## src/rtl/nibble_serial_adder_ctrl.sv

```systemverilog
// Nibble-serial adder: one 4-bit full-adder slice is reused once per clock,
// least-significant nibble first, behind a start/busy/done handshake.

module nibble_adder4 (
    input  logic [3:0] a,
    input  logic [3:0] b,
    input  logic       ci,
    output logic [3:0] s,
    output logic       co,
    output logic       c3
);
    logic [3:0] low;
    logic [1:0] high;

    // The low three bits are summed separately so the carry into bit 3 is visible for V.
    assign low  = {1'b0, a[2:0]} + {1'b0, b[2:0]} + {3'b000, ci};
    assign high = {1'b0, a[3]} + {1'b0, b[3]} + {1'b0, low[3]};
    assign s    = {high[0], low[2:0]};
    assign co   = high[1];
    assign c3   = low[3];
endmodule

module nibble_serial_adder_ctrl #(
    parameter int NIBBLES = 4
) (
    input  logic                 clk,
    input  logic                 rst,
    input  logic                 start,
    input  logic [4*NIBBLES-1:0] A,
    input  logic [4*NIBBLES-1:0] B,
    input  logic                 Cin,
    output logic                 busy,
    output logic                 done,
    output logic [4*NIBBLES-1:0] S,
    output logic                 Cout,
    output logic                 V
);
    localparam int W  = 4 * NIBBLES;
    localparam int KW = $clog2(NIBBLES);
    localparam logic [KW-1:0] LAST = KW'(NIBBLES - 1);

    typedef enum logic [1:0] {IDLE, ADD, DONE} state_t;

    state_t          state;
    logic [W-1:0]    a_q;
    logic [W-1:0]    b_q;
    logic [W-1:0]    shadow;
    logic [W-1:0]    sum_next;
    logic            carry;
    logic [KW-1:0]   k;
    logic [3:0]      slice_a;
    logic [3:0]      slice_b;
    logic [3:0]      slice_s;
    logic            slice_co;
    logic            slice_c3;

    assign slice_a = a_q[k*4 +: 4];
    assign slice_b = b_q[k*4 +: 4];

    nibble_adder4 u_slice (
        .a  (slice_a),
        .b  (slice_b),
        .ci (carry),
        .s  (slice_s),
        .co (slice_co),
        .c3 (slice_c3)
    );

    // Shadow sum with the current nibble merged in, so completion can publish it directly.
    always_comb begin
        sum_next = shadow;
        sum_next[k*4 +: 4] = slice_s;
    end

    always_ff @(posedge clk) begin
        if (rst) begin
            state  <= IDLE;
            busy   <= 1'b0;
            done   <= 1'b0;
            S      <= '0;
            Cout   <= 1'b0;
            V      <= 1'b0;
            a_q    <= '0;
            b_q    <= '0;
            shadow <= '0;
            carry  <= 1'b0;
            k      <= '0;
        end else begin
            case (state)
                IDLE, DONE: begin
                    done <= 1'b0;
                    if (start) begin
                        a_q   <= A;
                        b_q   <= B;
                        carry <= Cin;
                        k     <= '0;
                        busy  <= 1'b1;
                        state <= ADD;
                    end else begin
                        state <= IDLE;
                    end
                end
                ADD: begin
                    shadow <= sum_next;
                    carry  <= slice_co;
                    if (k == LAST) begin
                        S     <= sum_next;
                        Cout  <= slice_co;
                        V     <= slice_c3 ^ slice_co;
                        done  <= 1'b1;
                        busy  <= 1'b0;
                        k     <= '0;
                        state <= DONE;
                    end else begin
                        k <= k + 1'b1;
                    end
                end
                default: state <= IDLE;
            endcase
        end
    end
endmodule
```

## config.mk

```make
export PLATFORM = sky130hd
export DESIGN_NAME = nibble_serial_adder_ctrl
export DESIGN_NICKNAME = d
export VERILOG_FILES = /design/src/rtl/nibble_serial_adder_ctrl.sv
export SDC_FILE = /design/constraint.sdc
export NUM_CORES = 1
export LEC_CHECK = 0
export ABC_AREA = 1
export BUFFER_PORTS_ARGS = -buffer_cell sky130_fd_sc_hd__buf_2
export CORE_MARGIN = 3
export CORE_UTILIZATION = 56
export DETAILED_ROUTE_END_ITERATION = 6
export GPL_TIMING_DRIVEN = 0
export PLACE_DENSITY = 0.85
export SYNTH_ARGS = -nofsm -noshare
export SYNTH_HDL_FRONTEND = slang
export SYNTH_SLANG_ARGS = --single-unit
```

## constraint.sdc

```tcl
create_clock -name clk -period 4 [get_ports clk]
set_clock_uncertainty 0.2 [all_clocks]
set_input_delay 0.6 -clock clk [delete_from_list [all_inputs] [get_ports clk]]
set_output_delay 0.6 -clock clk [all_outputs]
set_load 0.05 [all_outputs]
```

==> results.py <==
metrics = {
    "synth": {
        "ys_warn_count": 0,
        "mappedNetlistNets": 529,
        "syn_inst": 482,
        "number_of_enable_type_register_cells_in_the_synthesized_netlist": 0,
        "async_reset_ff_frac": 0,
        "post-synth-top-area-cell": "sky130_fd_sc_hd__dfxtp_1",
        "synth_top_area_frac": 0.426,
        "synthDistinctLibCells": 26,
        "syn-mean-instance-area_um2": 7.12,
        "synthTopCellsByCount": "sky130_fd_sc_hd__nor2_1 (92), sky130_fd_sc_hd__nand2_1 (79), sky130_fd_sc_hd__dfxtp_1 (73)",
        "yosysSeqAreaShare": 0.426,
        "yosys.cell_count.top_type": "sky130_fd_sc_hd__nor2_1",
        "ys_ff_latch": 73,
        "synthTopCellsByArea": "sky130_fd_sc_hd__dfxtp_1 (43%), sky130_fd_sc_hd__nor2_1 (10%), sky130_fd_sc_hd__nand2_1 (8.6%), sky130_fd_sc_hd__o21ai_0 (7.0%), sky130_fd_sc_hd__inv_1 (7.0%)",
        "synth_flop_cell": "sky130_fd_sc_hd__dfxtp_1",
        "mappedNetlistArea_mm2": 0.00343,
    },
    "layout": {
        "synthToLayoutAreaGrowth_pct": 15.7,
        "drive_gt1_frac": 0.179,
        "fin_nets": 595,
        "diodes": 0,
    },
    "pwr": {
        "power_per_cell_area_mw_per_mm2": 410,
        "power_frac_comb": 0.186,
        "report.power.total_mw": 1.63,
        "cell_internal_pwr_mw": 1.14,
        "p_seq_frac": 0.492,
        "switching_power_mw": 0.484,
        "total_leakage_power_nw": 2.09,
        "switching_share": 0.298,
        "power_share_of_the_clock_group": 0.322,
        "ir_worst_vdd_v": 0.000240,
    },
    "routing": {
        "routed-via-count": 3323,
        "detailedRoute.firstIterationViolations": 182,
        "route.final.wire_length_um": 8380,
        "drc_errors": 0,
        "wl_per_cell_um": 13.4,
        "dr.pass1.iters": 5,
        "postRouteAntennaNets": 0,
        "post_drt_via_cell_ratio": 5.32,
    },
    "sta": {
        "grt_setup_unrepaired": "no",
        "maxSlewHeadroom": 0.668,
        "finalHoldViolCount": 0,
        "period_share": 0.846,
        "setup_tns_ns": 0,
        "timing_max_transition_violations_final": 0,
        "fmax_ghz": 0.295,
        "worst-slew-pin-transition_ns": 0.498,
        "setup_viol_count_final": 0,
        "min_period_ns": 3.39,
    },
    "worst_setup_path": {
        "timing.critical_path.slowest_cell_delay_ns": 0.50,
        "cp.required_ns": 4.10,
        "path_buf_inv": 5,
        "cp-end-kind": "register",
        "critical-path-top-delay-family": "adder cells",
        "worst_setup_path_start_kind": "register",
        "critPathMostFrequentCell": "sky130_fd_sc_hd__nor2_1",
        "cp_cell_sequence": "inv_2, buf_2, buf_4, o21ai_1, o22ai_1, fa_1, inv_1, nor2_1, nor2_1, fa_1, nor2_1, nand2_1, o22ai_1, o21ai_0, inv_1",
        "crit_arrival_ns": 3.49,
        "critical_path.max_fanout": 12,
        "crit_path_top_delay_cell": "sky130_fd_sc_hd__dfxtp_1",
        "timing.setup.critical_path_class": "reg2reg",
    },
    "clocking": {
        "cts_max_path_bufs": 2,
        "postCtsResizedCells": 0,
        "clk_pin_slew_ns": 0.08,
        "cts_setup_buffers": 0,
        "worstSkewPairLatency_ns": 0.36,
        "clock_tree_from_tritoncts": "built",
        "clock-sinks": 73,
        "post_cts_hold_buffer_count": 0,
        "cts_buffers": 9,
        "htreeDepth": 3,
        "clk_root_buffer_cell": "sky130_fd_sc_hd__clkbuf_8",
    },
    "global_route": {
        "grt_start_max_net_pins": 13,
        "number_of_antenna_violations_at_the_first_check_in_global_routing": 0,
        "grtUsageTotal": 0.251,
        "grt_pass1_wl_um": 14300,
        "gr-total-overflow": 0,
        "vias_in_the_first_global_route": 3284,
    },
    "placed_design": {
        "gp_routability_congestion": 0.858,
        "place.port_buffers": 55,
        "hpwl_um": 6070,
    },
    "floorplan": {
        "die_h_um": 84.3,
        "fp.coreArea_mm2": 0.00571,
        "io_pins": 56,
        "die_w_um": 84.3,
        "initial_utilization": 0.601,
        "placement_rows": 27,
        "fp.dieArea_mm2": 0.00710,
    },
    "worst_hold_path": {
        "hold_class": "reg2reg",
    },
    "run": {
        "cap_viol_max_count": 0,
    },
    "status": {
        "outcome": "completed",
    },
}
[final cells by class]
type                            count  area, µm²
Buffer                             24        158
Clock buffer                       13        159
Clock inverter                      3       15.0
Fill cell                         489       1740
Inverter                           69        262
Multi-Input combinational cell    316       1550
Sequential cell                    73       1460
Tap cell                           72       90.1
Timing Repair Buffer               55        275
[through the flow]
stage	instance area (µm²)	worst slack (ns)	std cells	hold slack, ns	utilization
floorplan	3430	1.17	482	0.249	-
global placement	3800	0.798	609	0.250	0.665
detailed placement	3800	0.735	609	0.248	0.665
CTS	3970	0.656	625	0.287	0.695
global route	3970	0.425	625	0.292	0.695
finish	3970	0.615	625	0.287	0.695
[path summary, 6_finish.rpt]
path | endpoint | cells after the start | start | slack, ns
worst min register to register | b_q[2]$_SDFFE_PP0P_ | 2 | b_q[2]$_SDFFE_PP0P_ | 0.29
worst max register to register | shadow[7]$_SDFFE_PP0P_ | 15 | k[0]$_SDFFE_PP0P_ | 0.61
worst min-delay path | b_q[2]$_SDFFE_PP0P_ | 2 | b_q[2]$_SDFFE_PP0P_ | 0.29
worst max-delay path | shadow[7]$_SDFFE_PP0P_ | 15 | k[0]$_SDFFE_PP0P_ | 0.61
[registers in the layout (all words and copies together) (netlist names)]
signal and flops:
V 1, a_q 16, carry 1, Cout 1, b_q 16, busy 1
state 2, S 16, done 1, shadow 16, k 2
[cells by family (layout without fill, tap and decap cells)]
logic type               after synthesis  after routing  synth area share
flip-flops                            73             73             0.426
AND/OR/NAND/NOR                      200            200             0.239
AO/OA/AOI/OAI                        105            105             0.166
adder cells (fa/ha/maj)               11             11            0.0467
buffers and inverters                 93            164             0.122
[cell usage in the layout (no fill, tap or decap), types with 2 or more instances in the layout]
cell type | netlist | routed
sky130_fd_sc_hd__a32oi_1 | 2 | 2
sky130_fd_sc_hd__o21ai_1 | 16 | 16
sky130_fd_sc_hd__inv_2 | 4 | 4
sky130_fd_sc_hd__o22ai_1 | 10 | 10
sky130_fd_sc_hd__buf_4 | 3 | 3
sky130_fd_sc_hd__ha_1 | 8 | 8
sky130_fd_sc_hd__a32o_1 | 2 | 2
sky130_fd_sc_hd__or2_2 | 3 | 3
sky130_fd_sc_hd__nand2_1 | 79 | 79
sky130_fd_sc_hd__nand4_1 | 2 | 2
sky130_fd_sc_hd__clkbuf_1 | 4 | 6
sky130_fd_sc_hd__o21a_1 | 6 | 6
sky130_fd_sc_hd__clkbuf_8 | 0 | 11
sky130_fd_sc_hd__fa_1 | 3 | 3
sky130_fd_sc_hd__buf_2 | 9 | 64
sky130_fd_sc_hd__nor2_1 | 92 | 92
sky130_fd_sc_hd__nand3_1 | 20 | 20
sky130_fd_sc_hd__nand2_4 | 2 | 2
sky130_fd_sc_hd__buf_6 | 6 | 6
sky130_fd_sc_hd__buf_1 | 2 | 2
sky130_fd_sc_hd__clkinv_2 | 0 | 3
sky130_fd_sc_hd__o21ai_0 | 48 | 48
sky130_fd_sc_hd__dfxtp_1 | 73 | 73
sky130_fd_sc_hd__a21oi_1 | 21 | 21
sky130_fd_sc_hd__inv_1 | 64 | 64
[metal layers]
layer,global-route usage,part of all wire
met1,0.272,0.41
met2,0.439,0.49
met3,0.0667,0.069
met4,0.142,0.039
met5,0,0
[power groups by stage]
| stage | logic, mW | clock network (mW) | registers [mW] |
|---|---|---|---|
| floorplan | 0.212 | 0 | 0.814 |
| detailed placement | 0.296 | 0 | 0.817 |
| finish | 0.303 | 0.523 | 0.800 |
| CTS | 0.299 | 0.525 | 0.800 |
| global placement | 0.285 | 0 | 0.814 |
| global route | 0.340 | 0.559 | 0.806 |
[worst reg2reg max path: cells and delay by family (launching register included)]
| kind | cells | cell delay (ns) |
|---|---|---|
| adder cells (fa/ha/maj) | 2 | 0.89 |
| buffers and inverters | 5 | 0.62 |
| AND/OR/NAND/NOR | 4 | 0.59 |
| AO/OA/AOI/OAI | 4 | 0.51 |
| flip-flops | 1 | 0.50 |
Note: power is estimated with default switching activity, not from simulation.
